<file path="src/rtl/jacobi_feed_ctrl.sv">
// jacobi_feed_ctrl: sequences Y-word and V-value reads so the Y/V multiplier
// feed datapath gets a new Y word and four V values every 4 cycles.
// Each RUN window (ph 0..3) does three things for the staged word:
//   - reads V for lane ph,
//   - prefetches the next Y word in ph2,
//   - at ph0, loads the previous window's word into the output registers.
module jacobi_feed_ctrl #(
  parameter int Y_ADDR_W     = 10,
  parameter int V_ADDR_W     = 10,
  parameter int DRAIN_CYCLES = 12
) (
  input  logic                clock,
  input  logic                reset,
  input  logic                start,
  input  logic [Y_ADDR_W-1:0] y_base,
  input  logic [Y_ADDR_W-1:0] y_len,
  output logic                y_rd_en,
  output logic [Y_ADDR_W-1:0] y_rd_addr,
  input  logic [255:0]        y_rd_data,
  output logic                v_rd_en,
  output logic [V_ADDR_W-1:0] v_rd_addr,
  input  logic [47:0]         v_rd_data,
  output logic [255:0]        y_word,
  output logic [47:0]         v_value_1,
  output logic [47:0]         v_value_2,
  output logic [47:0]         v_value_3,
  output logic [47:0]         v_value_4,
  output logic                fifo_switch,
  output logic                feed_enable,
  output logic                busy,
  output logic                done,
  output logic                overrun
);

  localparam int DW = (DRAIN_CYCLES > 1) ? $clog2(DRAIN_CYCLES) : 1;
  localparam logic [DW-1:0] DRAIN_LAST = DW'(DRAIN_CYCLES - 1);

  typedef enum logic [2:0] {S_IDLE, S_PRIME, S_FILL, S_RUN, S_DRAIN} state_t;
  state_t state_reg, state_next;

  logic [Y_ADDR_W-1:0] base_reg, len_reg, rd_count_reg;
  logic [1:0]          ph_reg;
  logic [255:0]        stage_reg, cur_reg;
  logic [47:0]         v_buf_reg [3];
  logic [DW-1:0]       drain_cnt_reg;
  logic stage_valid_reg, has_cur_reg, final_reg, stage_ovr_reg;
  logic cur_final_reg, cur_ovr_reg, final_loaded_reg, pend_reg;

  logic [3:0]          lane_eof, lane_diag, lane_normal;
  logic [V_ADDR_W-1:0] lane_addr [4];
  logic                stage_eof, run_st, y_issue, v_issue, load;
  logic [47:0]         lane_val;

  // Per-lane decode of the staged word: EOF marker, diagonal flag, V address.
  for (genvar gi = 0; gi < 4; gi++) begin : g_lane
    assign lane_eof[gi]  = (stage_reg[255-64*gi -: 3] == 3'b111) &&
                           (stage_reg[252-64*gi -: 61] == '0);
    assign lane_diag[gi] = stage_reg[255-64*gi];
    assign lane_addr[gi] = stage_reg[240-64*gi +: V_ADDR_W];
  end

  // An EOF lane poisons itself and every later lane of the same word.
  always_comb begin
    logic eof_acc;
    eof_acc     = 1'b0;
    lane_normal = '0;
    for (int k = 0; k < 4; k++) begin
      eof_acc        = eof_acc | lane_eof[k];
      lane_normal[k] = ~eof_acc & ~lane_diag[k];
    end
  end

  assign stage_eof = |lane_eof;
  assign run_st    = (state_reg == S_RUN);
  assign y_issue   = run_st && (ph_reg == 2'd2) && stage_valid_reg &&
                     !stage_eof && (rd_count_reg < len_reg);
  assign v_issue   = run_st && stage_valid_reg && lane_normal[ph_reg];
  assign load      = run_st && (ph_reg == 2'd0) && has_cur_reg;
  // Data returning this cycle belongs to last cycle's lane; zero if no read.
  assign lane_val  = pend_reg ? v_rd_data : '0;

  // State register.
  always_ff @(posedge clock) begin
    if (reset) state_reg <= S_IDLE;
    else       state_reg <= state_next;
  end

  // Next-state logic and SRAM strobes / status outputs.
  always_comb begin
    state_next  = state_reg;
    y_rd_en     = 1'b0;
    y_rd_addr   = '0;
    v_rd_en     = 1'b0;
    v_rd_addr   = '0;
    feed_enable = 1'b0;
    busy        = 1'b0;
    done        = 1'b0;
    case (state_reg)
      S_IDLE: begin
        if (start) state_next = S_PRIME;
      end
      S_PRIME: begin
        feed_enable = 1'b1;
        busy        = 1'b1;
        y_rd_en     = 1'b1;
        y_rd_addr   = base_reg + rd_count_reg;
        state_next  = S_FILL;
      end
      S_FILL: begin
        feed_enable = 1'b1;
        busy        = 1'b1;
        state_next  = S_RUN;
      end
      S_RUN: begin
        feed_enable = 1'b1;
        busy        = 1'b1;
        if (y_issue) begin
          y_rd_en   = 1'b1;
          y_rd_addr = base_reg + rd_count_reg;
        end
        if (v_issue) begin
          v_rd_en   = 1'b1;
          v_rd_addr = lane_addr[ph_reg];
        end
        // Leave one cycle after the final load so DRAIN starts after the pulse.
        if (ph_reg == 2'd1 && final_loaded_reg) state_next = S_DRAIN;
      end
      S_DRAIN: begin
        feed_enable = 1'b1;
        busy        = 1'b1;
        if (drain_cnt_reg == DRAIN_LAST) begin
          done       = 1'b1;
          state_next = S_IDLE;
        end
      end
      default: state_next = S_IDLE;
    endcase
  end

  // Stream bookkeeping, staging registers, V buffering and output loads.
  always_ff @(posedge clock) begin
    if (reset) begin
      base_reg         <= '0;
      len_reg          <= '0;
      rd_count_reg     <= '0;
      ph_reg           <= '0;
      stage_reg        <= '0;
      cur_reg          <= '0;
      drain_cnt_reg    <= '0;
      stage_valid_reg  <= 1'b0;
      has_cur_reg      <= 1'b0;
      final_reg        <= 1'b0;
      stage_ovr_reg    <= 1'b0;
      cur_final_reg    <= 1'b0;
      cur_ovr_reg      <= 1'b0;
      final_loaded_reg <= 1'b0;
      pend_reg         <= 1'b0;
      for (int k = 0; k < 3; k++) v_buf_reg[k] <= '0;
      y_word           <= '0;
      v_value_1        <= '0;
      v_value_2        <= '0;
      v_value_3        <= '0;
      v_value_4        <= '0;
      fifo_switch      <= 1'b0;
      overrun          <= 1'b0;
    end else begin
      fifo_switch <= 1'b0;
      pend_reg    <= v_issue;

      if (state_reg == S_IDLE && start) begin
        base_reg     <= y_base;
        len_reg      <= y_len;
        overrun      <= 1'b0;
        rd_count_reg <= '0;
      end else if (y_rd_en) begin
        rd_count_reg <= rd_count_reg + 1'b1;
      end

      if (state_reg == S_DRAIN) drain_cnt_reg <= drain_cnt_reg + 1'b1;
      else                      drain_cnt_reg <= '0;

      if (state_reg == S_FILL) begin
        stage_reg        <= y_rd_data;
        stage_valid_reg  <= 1'b1;
        has_cur_reg      <= 1'b0;
        final_loaded_reg <= 1'b0;
        ph_reg           <= '0;
      end

      if (run_st) begin
        ph_reg <= ph_reg + 2'd1;
        if (ph_reg != 2'd0) v_buf_reg[ph_reg - 2'd1] <= lane_val;
        // No prefetch in ph2 means the staged word ends the stream.
        if (ph_reg == 2'd2) begin
          final_reg     <= !y_issue;
          stage_ovr_reg <= !stage_eof;
        end
        if (ph_reg == 2'd3) begin
          cur_reg         <= stage_reg;
          cur_final_reg   <= final_reg;
          cur_ovr_reg     <= stage_ovr_reg;
          stage_reg       <= y_rd_data;
          stage_valid_reg <= !final_reg;
          has_cur_reg     <= 1'b1;
        end
        if (load) begin
          y_word      <= cur_reg;
          v_value_1   <= v_buf_reg[0];
          v_value_2   <= v_buf_reg[1];
          v_value_3   <= v_buf_reg[2];
          v_value_4   <= lane_val;
          fifo_switch <= 1'b1;
          if (cur_final_reg) begin
            final_loaded_reg <= 1'b1;
            if (cur_ovr_reg) overrun <= 1'b1;
          end
        end
      end
    end
  end

endmodule

</file>
<file path="config.mk">
export PLATFORM = sky130hd
export DESIGN_NAME = jacobi_feed_ctrl
export DESIGN_NICKNAME = d
export VERILOG_FILES = /design/src/rtl/jacobi_feed_ctrl.sv
export SDC_FILE = /design/constraint.sdc
export NUM_CORES = 2
export LEC_CHECK = 0
export ABC_AREA = 1
export BUFFER_PORTS_ARGS = -buffer_cell sky130_fd_sc_hd__clkbuf_2
export CAP_MARGIN = 20
export CORE_MARGIN = 2
export CORE_UTILIZATION = 42
export DETAILED_ROUTE_END_ITERATION = 10
export PLACE_DENSITY = 0.63
export SLEW_MARGIN = 20
export SYNTH_ARGS = -nofsm -noshare
export SYNTH_HDL_FRONTEND = slang
export SYNTH_SLANG_ARGS = --single-unit
</file>
<file path="constraint.sdc">
create_clock -name clock -period 3.45 [get_ports clock]
set_input_delay 0.69 -clock clock [delete_from_list [all_inputs] [get_ports clock]]
set_output_delay 0.69 -clock clock [all_outputs]
set_load 0.05 [all_outputs]
</file>
==> flow_metrics.env <==
export IMPL_synth_edf_count=144
export IMPL_drt_pass1_iter_count=5
export IMPL_yosysWarnings=0
export IMPL_min_period_over_period_pct=98.4
export IMPL_overflow=0
export IMPL_maxCapViolCount=0
export IMPL_crit_path_start_kind="flip-flop"
export IMPL_seq_area_frac_synth_pct=59.2
export IMPL_cts_hold_buf=0
export IMPL_slowest_stage="fa_2"
export IMPL_start_util_pct=42.2
export IMPL_end_kind="output port"
export IMPL_core_area_um2=98000
export IMPL_synth_ff_type="dfxtp_1"
export IMPL_tritoncts="yes"
export IMPL_grt_usage_pct=24.6
export IMPL_drive_gt1_share_pct=21.7
export IMPL_vdd_drop_max_mv=0.429
export IMPL_async_flop_share_pct=0
export IMPL_power_density_nw_per_um2=678
export IMPL_grt_pass1_wl_mm=196
export IMPL_dr_wl_met2_mm=61.4
export IMPL_status="complete, no violations"
export IMPL_viasPerCell=5.04
export IMPL_drt_met1_wl_mm=54.9
export IMPL_cp_data_required_time_ns=2.76
export IMPL_place_congestion=0.878
export IMPL_cts_buffers_inserted=116
export IMPL_drv_slew=0
export IMPL_synth_cells=4955
export IMPL_ys_seq_elements=1153
export IMPL_postRouteAntennaNets=0
export IMPL_routed_wirelength_mm=130
export IMPL_setup_violations=0
export IMPL_path_buf_inv=2
export IMPL_die_area_um2=101000
export IMPL_max_freq_mhz=295
export IMPL_period_needed_ns=3.39
export IMPL_hold_path_class="in2reg"
export IMPL_synth_area_um2=41400
export IMPL_routedWlPerCell_um=18.6
export IMPL_cts_buffer_depth=3
export IMPL_worst_pin_slew_ns=0.860
export IMPL_drc=0
export IMPL_finalInstanceArea_um2=51200
export IMPL_hold_viol=0
export IMPL_yosysUniqueCellTypes=35
export IMPL_crit_arrival_ns=2.70
export IMPL_cts_max_level=3
export IMPL_critical_path_max_stage_delay_ns=0.41
export IMPL_cp_max_fo=3
export IMPL_clock_sinks=1153
export IMPL_dpl_cell_area_um2=46400
export IMPL_dp_hpwl_mm=88.1
export IMPL_leakagePower_uw=0.0211
export IMPL_crit_family="adder cells"
export IMPL_clk_latency_ns=0.71
export IMPL_layout_cells_most_common="nor2_1"
export IMPL_rows=115
export IMPL_antenna_found_initial=20
export IMPL_met3_length_mm=8.64
export IMPL_path_cells="ha_4, inv_2, fa_2, o31ai_4, a21o_1, a21oi_2, xor2_2, nor2_4, buf_8"
export IMPL_finClkSkew_ns=0.0371
export IMPL_io_buffers=801
export IMPL_layout_common_cells="nor2_1 (1,226), dfxtp_1 (929), o21ai_0 (857)"
export IMPL_syn_to_final_growth_pct=23.6
export IMPL_highest_layer="met5"
export IMPL_synth_nets=5307
export IMPL_via_count=35300
export IMPL_fin_nets=5947
export IMPL_fin_util_pct=52.2
export IMPL_slew_headroom_pct=42.0
export IMPL_drtIter0Drc=2699
export IMPL_grt_pass1_vias=33000
export IMPL_ios=802
export IMPL_die_w_um=318
export IMPL_avgSynthCellArea_um2=8.35
export IMPL_grt_max_degree=175
export IMPL_chipHeight_um=318
export IMPL_fillers=9337
export IMPL_clockRootBuffer="clkbuf_16"
export IMPL_path_class="reg2out"
export IMPL_clk_pin_slew_ns=0.06
## metrics by stage
stage          setup TNS, ns  std cells  power (µW)  hold WS, ns  setup WS, ns
6_report                   0       6989       34700        0.207        0.0554
5_1_grt               -0.132       6984       36400        0.178       -0.0302
4_1_cts                    0       6970       34600        0.150       0.00660
3_5_place_dp               0       6753       21300        0.441         0.319
3_3_place_gp               0       6753       21200        0.432         0.351
2_1_floorplan              0       4955       19400        0.418         0.233
## what timing repair did
item | in CTS | in global routing
gates resized for setup | 41 | 168
setup endpoints to repair | 22 | 23
buffers inserted | 2 | 7
pin swaps | 1 | 28
gates cloned | 1 | 1
## path summary, 6_finish.rpt
kind | from | cells past startpoint | end | slack (ns)
max | base_reg[0]$_SDFFE_PP0P_ | 9 | y_rd_addr[6] | 0.06
min | y_rd_data[84] | 3 | stage_reg[84]$_SDFF_PP0_ | 0.21
max reg2reg | ph_reg[0]$_SDFFE_PP0P_ | 8 | stage_reg[20]$_SDFF_PP0_ | 0.85
min reg2reg | cur_reg[109]$_SDFFE_PP0P_ | 2 | y_word[109]$_SDFFE_PP0P_ | 0.42
## routing by layer
layer	up-vias	track usage (%)
met5	-	0
met4	14	9.78
met3	203	5.53
met2	1064	40.7
met1	16400	31.2
li1	17500	-
## synth_stat cells, types with 2 or more instances
library cell  count  area (µm²)
nand2_2           2        12.5
nand3_1          26         130
a211oi_1          6        45.0
buf_6             2        22.5
ha_1             24         300
nand2_1         337        1260
a21o_1            2        15.0
or2_2             2        12.5
o31ai_1           2        15.0
clkbuf_1        215         807
nand4_1           5        31.3
dfxtp_1        1009       20200
o21ai_1          62         310
edfxtp_1        144        4320
buf_4             5        37.5
buf_1             5        18.8
a21oi_1         560        2800
buf_2           128         641
inv_2             8        30.0
nand2_4           2        22.5
o21ai_0         857        4290
nor3_1            3        15.0
xnor2_1           6        52.6
xor2_1           11        96.3
a32o_1           12         120
o211ai_1          3        22.5
nor2_1         1259        4730
inv_1           251         942
## cell families after synthesis
logic type,share of synthesized area (%)
AND/OR/NAND/NOR,15.1
adder cells (fa/ha/maj),0.774
flip-flops,59.2
buffers and inverters,6.04
XOR/XNOR,0.360
AO/OA/AOI/OAI,18.4
## worst reg2reg max path, delay by kind of cell (launching register included)
family / cells / cell delay [ns]
AND/OR/NAND/NOR: 4 / 0.86
adder cells (fa/ha/maj): 1 / 0.30
flip-flops: 1 / 0.33
buffers and inverters: 3 / 1.06
## power breakdown
group | switching [µW] | internal [µW] | leakage [µW]
registers | 884 | 14900 | 0.00968
logic | 3870 | 1860 | 0.00943
clock network | 5390 | 7770 | 0.00198
total | 10100 | 24600 | 0.0211
## layout make-up
cell class | instances | area, µm² | area share [%]
Sequential cell | 1153 | 24600 | 48.2
Multi-Input combinational cell | 3188 | 14800 | 28.9
Timing Repair Buffer | 875 | 5060 | 9.90
Clock buffer | 160 | 3310 | 6.47
Tap cell | 1287 | 1610 | 3.15
Inverter | 259 | 1010 | 1.97
Clock inverter | 54 | 724 | 1.42
Antenna cell | 11 | 27.5 | 0.0538
Timing Repair inverter | 2 | 13.8 | 0.0269
Power figures use the tool's default switching activity.
